<file path="src/rtl/cache_fill_fsm.sv">
// Cache line fill controller: on a miss, reads the 8-word block from RAM and writes it into the data array, then updates the tag.
// Define CACHE_FILL_CRITICAL_WORD_FIRST_EN to start the fill at the missing word and wrap.
module cache_fill_fsm (
    input  logic        clk,
    input  logic        rst_n,
    input  logic        miss_detected,
    input  logic [15:0] miss_address,
    output logic        mem_req,
    output logic [15:0] mem_address,
    input  logic        mem_data_valid,
    input  logic [15:0] mem_data_in,
    output logic        fsm_busy,
    output logic        write_data_array,
    output logic [2:0]  data_word_index,
    output logic [15:0] data_out,
    output logic        write_tag_array,
    output logic [15:0] fill_address
);

    typedef enum logic [1:0] {
        IDLE = 2'b00,
        FILL = 2'b01,
        DONE = 2'b10
    } state_t;

    state_t     state;
    logic [2:0] offset;
    logic [2:0] count;
    logic [2:0] start_offset;
    logic       in_fill;
    logic       in_done;
    logic       accept;

`ifdef CACHE_FILL_CRITICAL_WORD_FIRST_EN
    assign start_offset = miss_address[3:1];
`else
    assign start_offset = 3'd0;
`endif

    // The unused encoding falls into the default arm and behaves as IDLE.
    always_ff @(posedge clk) begin
        if (!rst_n) begin
            state        <= IDLE;
            offset       <= 3'd0;
            count        <= 3'd0;
            fill_address <= 16'd0;
        end else begin
            case (state)
                FILL: begin
                    if (mem_data_valid) begin
                        offset <= offset + 3'd1;
                        count  <= count + 3'd1;
                        if (count == 3'd7)
                            state <= DONE;
                    end
                end
                DONE: state <= IDLE;
                default: begin
                    if (miss_detected) begin
                        fill_address <= miss_address;
                        offset       <= start_offset;
                        count        <= 3'd0;
                        state        <= FILL;
                    end
                end
            endcase
        end
    end

    assign in_fill = (state == FILL);
    assign in_done = (state == DONE);
    assign accept  = in_fill & mem_data_valid;

    // The offset field is 3 bits wide, so the word address never carries into the block base.
    assign mem_req          = in_fill;
    assign mem_address      = in_fill ? {fill_address[15:4], offset, 1'b0} : 16'd0;
    assign write_data_array = accept;
    assign data_word_index  = accept ? offset : 3'd0;
    assign data_out         = accept ? mem_data_in : 16'd0;
    assign write_tag_array  = in_done;
    assign fsm_busy         = in_fill | in_done | miss_detected;

endmodule
</file>
<file path="config.mk">
export PLATFORM = sky130hd
export DESIGN_NAME = cache_fill_fsm
export DESIGN_NICKNAME = d
export VERILOG_FILES = /design/src/rtl/cache_fill_fsm.sv
export SDC_FILE = /design/constraint.sdc
export NUM_CORES = 1
export LEC_CHECK = 0
export CAP_MARGIN = 30
export CORE_ASPECT_RATIO = 0.8
export CORE_MARGIN = 5
export CORE_UTILIZATION = 61
export CTS_CLUSTER_SIZE = 24
export DETAILED_ROUTE_END_ITERATION = 16
export DONT_BUFFER_PORTS = 1
export PLACE_DENSITY = 0.76
export SLEW_MARGIN = 20
export SYNTH_ARGS = -nofsm -noshare
export SYNTH_HDL_FRONTEND = slang
export SYNTH_SLANG_ARGS = --single-unit
</file>
<file path="constraint.sdc">
create_clock -name clk -period 1.6 [get_ports clk]
set_input_delay 0.32 -clock clk [delete_from_list [all_inputs] [get_ports clk]]
set_output_delay 0.32 -clock clk [all_outputs]
set_load 0.01 [all_outputs]
</file>
* After elaboration in Yosys (flattened, before gate mapping) *
Cells that the tools add are included.

cells by class
  bitwise operators = 5
  multiplexer cells = 12
  eq/ne operators = 5
  add/sub/neg operators = 2
  reductions and logical operators = 6

operators with widths
  cell                 number
  $mux 16              2
  $mux 3               4
  $pmux 3 s2           2
  $add 3x1->3 const B  2
  $mux 2               3
  $reduce_and 3->1     2
  $pmux 2 s2           1
  $eq 3x3->1 const B   1
  $reduce_bool 3->1    1
  $eq 2x1->1 const B   1
  $eq 2x2->1 const B   1
  $ne 2x1->1 const B   1
  $ne 2x2->1 const B   1
  $not 1->1            2
  $or 1x1->1           2
  $reduce_and 2->1     1
  $reduce_bool 2->1    1
  $reduce_or 2->1      1
  $and 1x1->1          1

storage, ports and cells
  flip-flop bits (word level) = 24
  bits of input ports = 36
  output and inout port bits = 55
  logic and storage cells = 34

* Logic depth before layout (Yosys ltp) *
Gate-level depths: netlist (run 1).

  depth in word-level cells = 4
  gate-level depth with buffers = 7
  depth with buffers taken out = 5

* Least setup slack after synthesis (run 1) *
Ideal clock, no wire load.

  kind = flip-flop to output port
  start = reg state[1]
  end = out data_out[0]
  slack = 0.179 ns
  required time = 1.280 ns
  path buffers = 2
  stages on the path, launching flop included = 6
  data arrival time = 1.101 ns
  path through = dfxtp_1 -> inv_1 -> ha_1 -> buf_6 -> clkbuf_1 -> and3_1

between the ends
  cells in the longest elaborated chain, start to end = 3

ends and longest elaborated chain
  element                   line  text
  start: declaration        26    state_t state;
  start signal: assignment  43    state <= IDLE;
  start signal: assignment  54    state <= DONE;
  start signal: assignment  57    DONE: state <= IDLE;
  $eq 2x1->1                70    assign in_fill = (state == FILL);
  $and 1x1->1               72    assign accept = in_fill & mem_data_valid;
  $mux 16                   79    assign data_out = accept ? mem_data_in : 16'd0;
  end: declaration          15    output logic [15:0] data_out,

Every way passes these cells.

* Final worst setup path (run 1) *
  start = reg state[1]
  end = out data_out[7]

The elaborated chain is that of the path after synthesis.

==> results of run 1 <==
==> through the flow <==
step	hold WS [ns]	power [mW]	instances	util, %
2_1_floorplan	0.438	1.45	164	-
3_3_place_gp	0.447	1.54	180	62.5
3_5_place_dp	0.461	1.58	180	62.5
4_1_cts	0.115	1.97	186	66.6
5_1_grt	0.109	2.28	188	73.1
6_report	0.120	2.14	188	73.1
==> placed cells by master (no fill, tap or decap) <==
cell        n
nor2b_1     1
and3_4     19
dfxtp_2     2
buf_4       7
nand2b_1    1
nand2_1    42
inv_2       1
buf_12      1
ha_4        2
o311ai_1    1
and2_1     11
and2_4      6
a21boi_1   10
ha_1        4
clkbuf_8    1
nor2_4      1
clkbuf_16   1
mux2i_1     8
a221oi_2    1
conb_1      1
a21boi_0    6
clkbuf_4    3
nand4b_1    1
nand3b_1    2
nor3_2      1
o31ai_1     1
inv_1       3
nand3_1     3
dfxtp_1    22
==> path summary, 6_finish.rpt <==
kind	start	endpoint	slack (ns)	cells after the start
max reg2reg	state[1]$_SDFFE_PN0P_	offset[0]$_SDFFE_PN0P_	0.12	6
min reg2reg	count[2]$_SDFFE_PN0P_	count[2]$_SDFFE_PN0P_	0.48	2
max	state[1]$_SDFFE_PN0P_	data_out[7]	-0.01	4
min	miss_address[3]	fill_address[3]$_SDFFE_PN0P_	0.12	2
==> power by group through the flow <==
stage | logic, mW | clock network [mW] | registers [mW]
5_1_grt | 1.08 | 0.349 | 0.855
3_5_place_dp | 0.737 | 0 | 0.842
3_3_place_gp | 0.707 | 0 | 0.835
2_1_floorplan | 0.640 | 0 | 0.814
4_1_cts | 0.819 | 0.321 | 0.835
6_report | 0.987 | 0.316 | 0.837
==> worst register-to-register path, stage by stage, from the launching register on <==
cell and delay (ns):
dfxtp_2 0.35, inv_2 0.07, ha_4 0.18, buf_4 0.12, mux2i_1 0.38, nor2_4 0.12, mux2i_1 0.15
==> flip-flops by register name (all words and copies together), names as in the netlist <==
signal	count
offset	3
fill_address	16
state	2
count	3
==> timing repair <==
action	CTS	global route
pin swaps	0	1
resized for setup	10	24
setup endpoints to repair	35	36
cloned	0	1
setup buffers	2	1
==> logic make-up (layout without fill, tap and decap cells) <==
family	Yosys count	count (layout)
and+or+nand+nor	88	88
other	1	1
buffers and inverters	18	17
DFF	24	24
adders and majority gates	6	6
AOI/OAI and AO/OA	19	19
muxes	8	8
==> routing by layer <==
layer / up-vias / global-route usage (%) / routed length [microns]
met2: 49 / 33.3 / 1760
met5: - / 0 / 0
met1: 511 / 21.1 / 1310
met3: 4 / 6.48 / 289
met4: 0 / 4.24 / 26
li1: 537 / - / -
==> layout make-up <==
class | count | area (sq um) | share of cell area [%]
clock buffers | 4 | 36.3 | 2.32
inverters | 4 | 15.0 | 0.960
multi-input cells | 122 | 901 | 57.6
flip-flops and latches | 24 | 483 | 30.9
well taps | 25 | 31.3 | 2.00
repair buffers | 9 | 97.6 | 6.24
==> results.py, run 1 <==
metrics = {
    "routing": {
        "postRouteAntennaNets": 0,
        "wl_per_cell_microns": 18.0,
        "routed_wl_microns": 3390,
        "drc": 0,
        "drt_iter0_drc": 59,
        "vias": 1101,
        "via_per_inst": 5.86,
        "dr.pass1.iters": 4,
    },
    "clock_network": {
        "clk_path_buf_depth": 2,
        "worstSkewPairLatency_ns": 0.31,
        "clk_pin_slew_ns": 0.13,
        "cts_htree_levels": 1,
        "cts.sinks": 24,
        "cts_hold_buf": 0,
        "cts_tree": "built",
        "cts_buffers": 3,
        "cts-root-buf": "clkbuf_4",
    },
    "power_and_ir_drop": {
        "comb_power_share_pct": 46.1,
        "p_clk_share_pct": 14.8,
        "swShare_pct": 38.7,
        "ir_worst_vdd_uv": 969,
        "netSwitchingPower_mw": 0.827,
        "total_leakage_power_nw": 0.637,
        "p_seq_share_pct": 39.1,
        "power.density_nw_per_um2": 1370,
        "p_int_mw": 1.31,
    },
    "worst_setup_path": {
        "worstSetupStartpointType": "register",
        "crit_buf_inv": 2,
        "slowest_delay_ns": 0.35,
        "path_cells": "inv_2, ha_4, clkbuf_16, and3_4",
        "slowest_stage": "dfxtp_2",
        "crit_type": "register to primary output",
        "cp.required_ns": 1.28,
        "crit_fanout": 16,
        "crit_family": "flip-flops",
        "worst_ep_arrival_time_ns": 1.29,
        "end_kind": "primary output",
    },
    "global_route": {
        "antenna_found_initial": 0,
        "grt_usage_pct": 18.4,
        "grt_max_degree": 33,
        "grt_pass1_wl_microns": 4890,
        "overflow": 0,
        "grt_pass1_vias": 1002,
    },
    "timing": {
        "fin_crit_sh_pct": 101,
        "rsz0062_at_grt": "yes",
        "skew_ns": 0.00484,
        "finalSetupTns_ns": -0.0412,
        "min_period_ns": 1.61,
        "setup_ws_ns": -0.0150,
        "clock.fmax_mhz": 619,
        "hold_violations": 0,
        "slew_violations": 0,
        "final-setup-viol-count": 6,
    },
    "placed_design": {
        "gp_congestion": 0.708,
        "placed_area_sq_um": 1340,
        "hpwl_microns": 2320,
        "port_buffers": 0,
        "place_ws_ns": 0.110,
    },
    "synth": {
        "synthesis.nets": 206,
        "yosysTopAreaCell": "dfxtp_1",
        "yosysTopAreaCellShare_pct": 35.7,
        "ys_top_cells_by_count": "42 x nand2_1, 24 x dfxtp_1, 17 x and2_1, 14 x and3_1, 10 x a21boi_1",
        "synth_xor_area_share_pct": 0,
        "synth-compound-area-share_pct": 11.3,
        "netlist_area_sq_um": 1350,
        "synth_flop_cell": "dfxtp_1",
        "synth_most_common_cell": "nand2_1",
        "yosys-top-cells-area": "dfxtp_1 36%, nand2_1 12%, and2_1 7.9%",
        "synth_fa_ha_area_share_pct": 5.58,
        "synthSimpleGateAreaFrac_pct": 34.3,
        "synth_enable_flop_cells": 0,
        "async_flop_share_pct": 0,
        "synth_cell_types": 25,
        "ys_ff_latch": 24,
        "yosysSeqAreaShare_pct": 35.7,
        "yosysWarnings": 0,
        "synthMuxAreaShare_pct": 5.95,
        "synth_top_family_by_area": "simple AND/OR/NAND/NOR gates",
        "syn_inst": 164,
        "avgSynthCellArea_sq_um": 8.20,
    },
    "run": {
        "maxCapViolCount": 0,
    },
    "layout": {
        "drive_gt1_share_pct": 28.2,
        "synthToLayoutAreaGrowth_pct": 16.3,
        "fin_area_sq_um": 1560,
        "antenna_cells": 0,
        "fillCellCount": 166,
        "nNetsFinal": 206,
    },
    "die": {
        "die-area_sq_um": 3250,
        "rows": 15,
        "die_x_microns": 62.5,
        "start_util_pct": 62.9,
        "ios": 91,
        "die_h_microns": 52,
        "design.core.area_sq_um": 2140,
    },
    "status": {
        "status": "finished with violations",
        "violations": "negative setup slack",
    },
    "worst_hold_path": {
        "worstHoldPathType": "input pin to register",
    },
}
Note: power is estimated with default switching activity, not from simulation.
==> run 2: changes to the inputs <==
--- a/config.mk
+++ b/config.mk
@@ -12,6 +12,7 @@
 export CTS_CLUSTER_SIZE = 24
 export DETAILED_ROUTE_END_ITERATION = 16
 export DONT_BUFFER_PORTS = 1
+export HOLD_SLACK_MARGIN = 0.12
 export PLACE_DENSITY = 0.76
 export SLEW_MARGIN = 20
 export SYNTH_ARGS = -nofsm -noshare
==> results.py, run 2 (synthesized netlist as in run 1, its figures left out) <==
metrics = {
    "layout": {
        "top_regs": "fill_address: 16 flops, count: 3 flops, offset: 3 flops",
        "final_cell_mix": "42 x nand2_1, 22 x dfxtp_1, 19 x and3_4",
        "nNetsFinal": 212,
        "antenna_cells": 0,
        "final_cells": 194,
        "drive_gt1_share_pct": 27.2,
        "synthToLayoutAreaGrowth_pct": 20.7,
        "largest_register": "fill_address",
        "largest_reg_flops": 16,
        "layout_commonest_cell": "nand2_1",
    },
    "worst_setup_path": {
        "cp.required_ns": 1.28,
        "rrSetupSlack_ns": 0.13,
        "worstSetupStartpointType": "register",
        "crit_type": "register to primary output",
        "r2r_end": "offset[0]$_SDFFE_PN0P_",
        "r2r-start": "state[1]$_SDFFE_PN0P_",
        "rr_worst_depth": 6,
        "worst_ep_arrival_time_ns": 1.29,
        "end_kind": "primary output",
        "crit_fanout": 16,
    },
    "routing": {
        "vias": 1131,
        "wl_per_cell_microns": 18.1,
        "postRouteAntennaNets": 0,
        "routed_wl_microns": 3510,
        "drc": 0,
        "drt_iter0_drc": 60,
        "via_per_inst": 5.83,
        "dr.pass1.iters": 4,
    },
    "power_and_ir_drop": {
        "netSwitchingPower_mw": 0.831,
        "p_seq_share_pct": 38.9,
        "total_leakage_power_nw": 0.662,
        "p_int_mw": 1.32,
        "power.density_nw_per_um2": 1330,
        "ir_worst_vdd_uv": 971,
        "comb_power_share_pct": 46.5,
        "p_clk_share_pct": 14.6,
        "swShare_pct": 38.6,
    },
    "global_route": {
        "grt_pass1_vias": 1017,
        "grt_max_degree": 33,
        "antenna_found_initial": 0,
        "grt_pass1_wl_microns": 4940,
        "grt_usage_pct": 18.6,
        "overflow": 0,
    },
    "timing": {
        "skew_ns": 0.00650,
        "min_period_ns": 1.61,
        "clock.fmax_mhz": 619,
        "final-setup-viol-count": 5,
        "setup_ws_ns": -0.0148,
        "rsz0062_at_grt": "yes",
        "hold_violations": 0,
        "fin_crit_sh_pct": 101,
        "finalSetupTns_ns": -0.0308,
        "slew_violations": 0,
    },
    "placed_design": {
        "place_ws_ns": 0.110,
        "gp_congestion": 0.708,
        "hpwl_microns": 2320,
        "dp_cells": 180,
        "port_buffers": 0,
    },
    "die": {
        "design.core.area_sq_um": 2140,
        "die_h_microns": 52,
        "start_util_pct": 62.9,
        "die_x_microns": 62.5,
        "die-area_sq_um": 3250,
        "rows": 15,
        "ios": 91,
    },
    "worst_hold_path": {
        "min_from": "miss_address[10]",
        "worstHoldPathCells": 2,
        "hold_path_end": "fill_address[10]$_SDFFE_PN0P_",
        "worstHoldPathType": "input pin to register",
    },
    "clock_network": {
        "worstSkewPairLatency_ns": 0.31,
        "cts_tree": "built",
        "clk_pin_slew_ns": 0.12,
        "clk_path_buf_depth": 2,
        "cts.sinks": 24,
        "cts_htree_levels": 1,
        "cts-root-buf": "clkbuf_4",
        "cts_buffers": 3,
    },
    "status": {
        "violations": "negative setup slack",
        "status": "finished with violations",
    },
    "run": {
        "maxCapViolCount": 0,
    },
}
[run 2: timing repair]
action                                 4_1_cts  5_1_grt
endpoints found under the hold margin        2        4
hold buffers                                 2        4
setup endpoints to repair                   35       36
gates cloned                                 0        1
resized for setup                           10       24
pin swaps                                    0        1
setup buffers                                2        1
[run 2: worst max-delay path, stage by stage (launching register included)]
cell and delay [ns]:
dfxtp_2 0.35, inv_2 0.07, ha_4 0.18, clkbuf_16 0.17
and3_4 0.21
[run 2: power by group through the flow]
stage	logic, mW	clock network, mW	registers, mW
after floorplan	0.640	0	0.814
after global placement	0.707	0	0.835
after detailed placement	0.737	0	0.842
after CTS	0.823	0.321	0.835
after global routing	1.10	0.347	0.856
final	1.00	0.314	0.837
[run 2: worst max path at each step]
stage	slack [ns]	start	endpoint	cells after the start
finish	-0.01	state[1]$_SDFFE_PN0P_	data_out[7]	4
global route	-0.08	state[1]$_SDFFE_PN0P_	data_out[7]	4
CTS	0.001	state[1]$_SDFFE_PN0P_	data_word_index[2]	4
detailed placement	0.11	state[1]$_SDFFE_PN0P_	state[0]$_SDFFE_PN0P_	5
global placement	0.18	state[1]$_SDFFE_PN0P_	data_out[1]	4
floorplan	0.18	state[1]$_SDFFE_PN0P_	data_out[0]	5
[run 2: through the flow]
stage               hold slack [ns]  power (mW)  instance area (sq um)  util (%)
finish                        0.131        2.15                   1620      75.9
floorplan                     0.438        1.45                   1350         -
detailed placement            0.461        1.58                   1340      62.5
global placement              0.447        1.54                   1340      62.5
CTS                           0.121        1.98                   1450      67.5
global route                  0.123        2.30                   1620      75.9
[run 2: area by class of cell]
type	instances	area [sq um]
repair buffers	15	158
fillers	161	515
well taps	25	31.3
flip-flops and latches	24	483
multi-input cells	122	901
inverters	4	15.0
clock buffers	4	36.3
[run 2: layer usage]
metal | share of wire (%) | GRT usage [%]
met1 | 37 | 21.3
met2 | 53 | 33.6
met3 | 9.1 | 6.48
met4 | 0.83 | 4.24
met5 | 0 | 0
